**config.mk**
```make
export PLATFORM = sky130hd
export DESIGN_NAME = tcp_slow_path_send_q
export DESIGN_NICKNAME = d
export VERILOG_FILES = /design/src/rtl/tcp_slow_path_send_q.sv
export SDC_FILE = /design/constraint.sdc
export NUM_CORES = 2
export LEC_CHECK = 0
export ABC_AREA = 1
export BUFFER_PORTS_ARGS = -buffer_cell sky130_fd_sc_hd__buf_2
export CORE_ASPECT_RATIO = 0.5
export CORE_MARGIN = 2
export CORE_UTILIZATION = 40
export CTS_BUF_LIST = sky130_fd_sc_hd__clkbuf_8
export DETAILED_ROUTE_END_ITERATION = 10
export HOLD_SLACK_MARGIN = 0.06
export PLACE_DENSITY = 0.62
export RECOVER_POWER = 25
export SLEW_MARGIN = 20
export SYNTH_ARGS = -nofsm -noshare
export SYNTH_HDL_FRONTEND = slang
export SYNTH_SLANG_ARGS = --single-unit
```
**constraint.sdc**
```tcl
create_clock -name clk -period 13.3 [get_ports clk]
set_input_delay 1.33 -clock clk [delete_from_list [all_inputs] [get_ports clk]]
set_output_delay 1.33 -clock clk [all_outputs]
set_load 0.01 [all_outputs]
```
**src/rtl/tcp_slow_path_send_q.sv**
```systemverilog
// Shared payload types for the slow-path send queue.
package tcp_slow_path_send_q_pkg;

    localparam int unsigned FLOWID_W  = 16;
    localparam int unsigned IP_ADDR_W = 32;

    // TCP header fields carried to the TX header path.
    typedef struct packed {
        logic [15:0] src_port;
        logic [15:0] dst_port;
        logic [31:0] seq_num;
        logic [31:0] ack_num;
        logic [7:0]  flags;
        logic [15:0] window;
    } tcp_pkt_hdr;

    // One queue entry: header plus addressing.
    typedef struct packed {
        tcp_pkt_hdr             pkt;
        logic [FLOWID_W-1:0]    flowid;
        logic [IP_ADDR_W-1:0]   src_ip;
        logic [IP_ADDR_W-1:0]   dst_ip;
    } sq_entry_t;

endpackage

// tcp_slow_path_send_q
// First-word-fall-through queue of slow-path TCP headers (e.g. SYN|ACK)
// handed from the rx datapath to the TX header path.
// Ports:
//   clk, rst_n          clock, asynchronous active-low reset
//   enq_val/enq_rdy     enqueue handshake; enq_* data fields
//   deq_val/deq_rdy     dequeue handshake; deq_* head fields (zero when empty)
//   occupancy           number of valid entries
//   drop_cnt            saturating count of enqueues refused while full
module tcp_slow_path_send_q
    import tcp_slow_path_send_q_pkg::*;
#(
    parameter int unsigned DEPTH      = 8,
    parameter int unsigned DROP_CNT_W = 16
) (
    input  logic                       clk,
    input  logic                       rst_n,
    input  logic                       enq_val,
    input  tcp_pkt_hdr                 enq_pkt,
    input  logic [FLOWID_W-1:0]        enq_flowid,
    input  logic [IP_ADDR_W-1:0]       enq_src_ip,
    input  logic [IP_ADDR_W-1:0]       enq_dst_ip,
    output logic                       enq_rdy,
    output logic                       deq_val,
    output tcp_pkt_hdr                 deq_pkt,
    output logic [FLOWID_W-1:0]        deq_flowid,
    output logic [IP_ADDR_W-1:0]       deq_src_ip,
    output logic [IP_ADDR_W-1:0]       deq_dst_ip,
    input  logic                       deq_rdy,
    output logic [$clog2(DEPTH):0]     occupancy,
    output logic [DROP_CNT_W-1:0]      drop_cnt
);

    localparam int unsigned AW = $clog2(DEPTH);
    localparam int unsigned PW = AW + 1;

    if (DEPTH < 2 || (DEPTH & (DEPTH - 1)) != 0) begin : g_bad_depth
        $error("tcp_slow_path_send_q: DEPTH must be a power of two >= 2");
    end

    logic [PW-1:0]         wptr;
    logic [PW-1:0]         rptr;
    logic [PW-1:0]         occ_q;
    logic [DROP_CNT_W-1:0] drop_q;
    sq_entry_t             mem [DEPTH];

    logic      full;
    logic      empty;
    logic      enq_fire;
    logic      deq_fire;
    logic      drop;
    sq_entry_t head;
    sq_entry_t wr_entry;

    // Wrap bit distinguishes full from empty when index bits match.
    assign full  = (wptr[PW-1] != rptr[PW-1]) && (wptr[AW-1:0] == rptr[AW-1:0]);
    assign empty = (wptr == rptr);

    assign enq_rdy  = ~full;
    assign deq_val  = ~empty;
    assign enq_fire = enq_val & ~full;
    assign deq_fire = deq_rdy & ~empty;
    assign drop     = enq_val & full;

    assign wr_entry = '{pkt: enq_pkt, flowid: enq_flowid,
                        src_ip: enq_src_ip, dst_ip: enq_dst_ip};

    // Head presentation; gating hides stale storage when empty.
    assign head       = mem[rptr[AW-1:0]];
    assign deq_pkt    = deq_val ? head.pkt    : '0;
    assign deq_flowid = deq_val ? head.flowid : '0;
    assign deq_src_ip = deq_val ? head.src_ip : '0;
    assign deq_dst_ip = deq_val ? head.dst_ip : '0;

    assign occupancy = occ_q;
    assign drop_cnt  = drop_q;

    // Pointers, occupancy and drop counter.
    always_ff @(posedge clk or negedge rst_n) begin
        if (!rst_n) begin
            wptr   <= '0;
            rptr   <= '0;
            occ_q  <= '0;
            drop_q <= '0;
        end else begin
            if (enq_fire) begin
                wptr <= wptr + PW'(1);
            end
            if (deq_fire) begin
                rptr <= rptr + PW'(1);
            end
            if (enq_fire && !deq_fire) begin
                occ_q <= occ_q + PW'(1);
            end else if (deq_fire && !enq_fire) begin
                occ_q <= occ_q - PW'(1);
            end
            if (drop && (drop_q != '1)) begin
                drop_q <= drop_q + DROP_CNT_W'(1);
            end
        end
    end

    // Entry storage, deliberately unreset.
    always_ff @(posedge clk) begin
        if (enq_fire) begin
            mem[wptr[AW-1:0]] <= wr_entry;
        end
    end

endmodule

```
==> impl_metrics.json <==
{
  "outcome": "complete, no violations",
  "period_share_pct": 56.3,
  "timing.slew.headroom_pct": 21.4,
  "whs_ns": 0.475,
  "vdd_drop_max_v": 0.000173,
  "r2r_end": "mem[2][136]",
  "cts_tree": "yes",
  "io_pins": 426,
  "power_mw": 16.5,
  "fp.coreArea_um2": 158000,
  "crit_slowest_cell": "dfrtp_4",
  "placed_area_um2": 67400,
  "initial_utilization_pct": 40.3,
  "final_common_cell": "edfxtp_1",
  "crit_path_cell_trace": "buf_4 -> inv_16 -> nand2_1 -> nand2_2 -> nor2_4 -> nand3_4 -> buf_6 -> buf_4 -> o21ai_1 -> nor2_1 -> buf_2",
  "p_sw_mw": 6.53,
  "critical_path_arrival_ns": 6.15,
  "grt_usage_pct": 20.0,
  "finalSetupViolations": 0,
  "wire_per_inst_um": 22.5,
  "dr.pass1.iters": 7,
  "power.internal_mw": 9.99,
  "power.share.clock_pct": 22.2,
  "first_iter_violations": 3487,
  "num_vias": 40800,
  "drt_wl_total_mm": 168,
  "via_per_inst": 5.46,
  "rr_startpoint": "rptr[0]",
  "yosysTopAreaCellShare_pct": 75.5,
  "power.leakage_nw": 23.6,
  "finalSetupTns_ns": 0,
  "cts-hold-fix-buffers": 0,
  "path_clk_slew_ns": 0.08,
  "clk_path_buf_depth": 4,
  "ant_nets": 0,
  "drv_cap": 0,
  "fin_nets": 5387,
  "syn-num-nets": 5009,
  "yosys-top-cells-area": "edfxtp_1 76%, nor2_1 7.2%, o21ai_0 6.6%",
  "critical_path_class": "flip-flop to output pin",
  "synth_edf_count": 1600,
  "synth_seq_area_share_pct": 76.6,
  "antenna_found_initial": 40,
  "synth-async-reset-ratio_pct": 1.72,
  "tightest_slew_ns": 1.18,
  "slew_viol_final": 0,
  "ys.flop_type": "edfxtp_1",
  "reg2reg_slack_ns": 7.34,
  "path_max_fanout": 216,
  "reg2regPathDepth": 13,
  "p_sw_share_pct": 39.5,
  "drc_errors": 0,
  "port_buffers": 425,
  "die_h_um": 286,
  "drive_above_1_share_pct": 12.6,
  "crit_top_cell": "buf_4",
  "cts_made_buffers": 233,
  "synth_cells": 4798,
  "cp-end-kind": "output pin",
  "grt_pass1_wl_mm": 248,
  "place_hpwl_mm": 84.4,
  "place_congestion": 0.803,
  "ys_types": 32,
  "grt_pass1_vias": 40400,
  "p_per_area_nw_per_um2": 231,
  "hold_viol": 0,
  "num_rows": 103,
  "clock_latency_ns": 0.90,
  "yosysWarnings": 0,
  "required_ns": 11.97,
  "grt_max_degree": 217,
  "max_stage_delay_ns": 0.95,
  "seqPwrFrac_pct": 40.2,
  "cts_setup_buffers": 0,
  "fin_crit_ns": 7.48,
  "syn_area_per_cell_um2": 13.3,
  "area_growth_pct": 12.3,
  "cts_resized": 0,
  "yosys.area.top_type": "edfxtp_1",
  "die_width_um": 568,
  "rsz0062_at_grt": "false",
  "dieArea_um2": 162000,
  "design_area_um2": 71500,
  "cts.sinks": 1628,
  "pwr-share-comb_pct": 37.6,
  "skew_ns": 0.102,
  "layout_common_cells": "1600 x edfxtp_1, 1215 x nor2_1, 836 x o21ai_0",
  "gr-total-overflow": 0,
  "cp-start-kind": "flip-flop",
  "hold_class": "input pin to asynchronous set/reset pin",
  "synthesis.area_um2": 63600,
  "htree_levels": 4,
  "synth-seq-cells": 1628,
  "clock-root-buffer": "clkbuf_8",
  "fmax_ghz": 0.134
}
## sequential cells by signal, indices dropped and copies added, names as in the netlist
register   cells
mem         1600
drop_cnt      16
occupancy      4
rptr           4
wptr           4
## power by group through the flow
stage | sequential (mW) | clock, mW | combinational (mW)
2_1_floorplan | 6.88 | 0 | 3.91
3_3_place_gp | 6.71 | 0 | 6.16
3_5_place_dp | 6.74 | 0 | 6.27
4_1_cts | 6.64 | 3.76 | 6.28
5_1_grt | 6.69 | 3.97 | 6.79
6_report | 6.64 | 3.67 | 6.20
## synthesized netlist by cell type (2+ instances only)
master and count:
edfxtp_1 1600, nor2_1 1223, o21ai_0 836, o22ai_1 400, clkbuf_1 196, o21ai_1 148
nand2_1 108, buf_2 97, dfrtp_1 28, nand3_1 27, buf_6 22, inv_1 21
o21ai_2 20, buf_4 12, buf_1 10, xnor2_1 10, nand4_1 7, ha_1 6
xor2_1 6, inv_2 5, nand2_2 2, nand2_4 2, nand3_4 2, nor2_4 2
## layout make-up
| class | count | area [µm²] |
|---|---|---|
| tap | 2100 | 2630 |
| sequential | 1628 | 48800 |
| multi-input combinational | 2806 | 13200 |
| inverter | 27 | 133 |
| clock inverter | 163 | 926 |
| clock buffer | 235 | 3230 |
| timing repair buffer | 480 | 2500 |
| antenna | 25 | 62.6 |
| fill | 14000 | 86400 |
## logic make-up (layout without fill, tap and decap cells)
group                      Yosys count  after routing  share of synthesized area (%)
xor gates and xnor gates            16             16                          0.220
DFF                               1628           1628                           76.6
and+or+nand+nor                   1378           1378                           8.35
AOI/OAI and AO/OA                 1405           1405                           12.0
adders and majority gates            7              7                          0.150
other                                0             25                              0
buffers and inverters              364            905                           2.67
## per-layer routing
| layer | up-vias | track usage [%] | routed length [µm] |
|---|---|---|---|
| li1 | 18500 | - | - |
| met1 | 20600 | 25.2 | 68000 |
| met2 | 1305 | 34.7 | 85000 |
| met3 | 328 | 3.29 | 9230 |
| met4 | 16 | 7.89 | 5820 |
| met5 | - | 0 | 108 |
## worst max-delay path, delay by kind of cell (launching register included)
kind	cells	cell delay, ns
flops	1	0.95
buf+inv	5	2.33
compound gates	1	0.19
simple gates	5	1.35
## through the flow
step / utilization, % / instances / setup WS, ns
after detailed placement: 42.7 / 7040 / 6.82
after global routing: 45.3 / 7463 / 5.48
final: 45.3 / 7464 / 5.82
after floorplan: - / 4798 / 2.63
after global placement: 42.7 / 7040 / 6.65
after CTS: 45.3 / 7438 / 5.84
## worst max-delay path by stage
stage	endpoint	start	cells past startpoint	slack [ns]
after floorplan	mem[0][0]	enq_val	4	2.63
after global routing	deq_dst_ip[23]	rptr[0]	11	5.48
after CTS	deq_dst_ip[23]	rptr[0]	11	5.84
after global placement	deq_pkt[42]	rptr[0]	11	6.65
final	deq_dst_ip[23]	rptr[0]	11	5.82
after detailed placement	deq_dst_ip[23]	rptr[0]	11	6.82
Power figures use the tool's default switching activity.
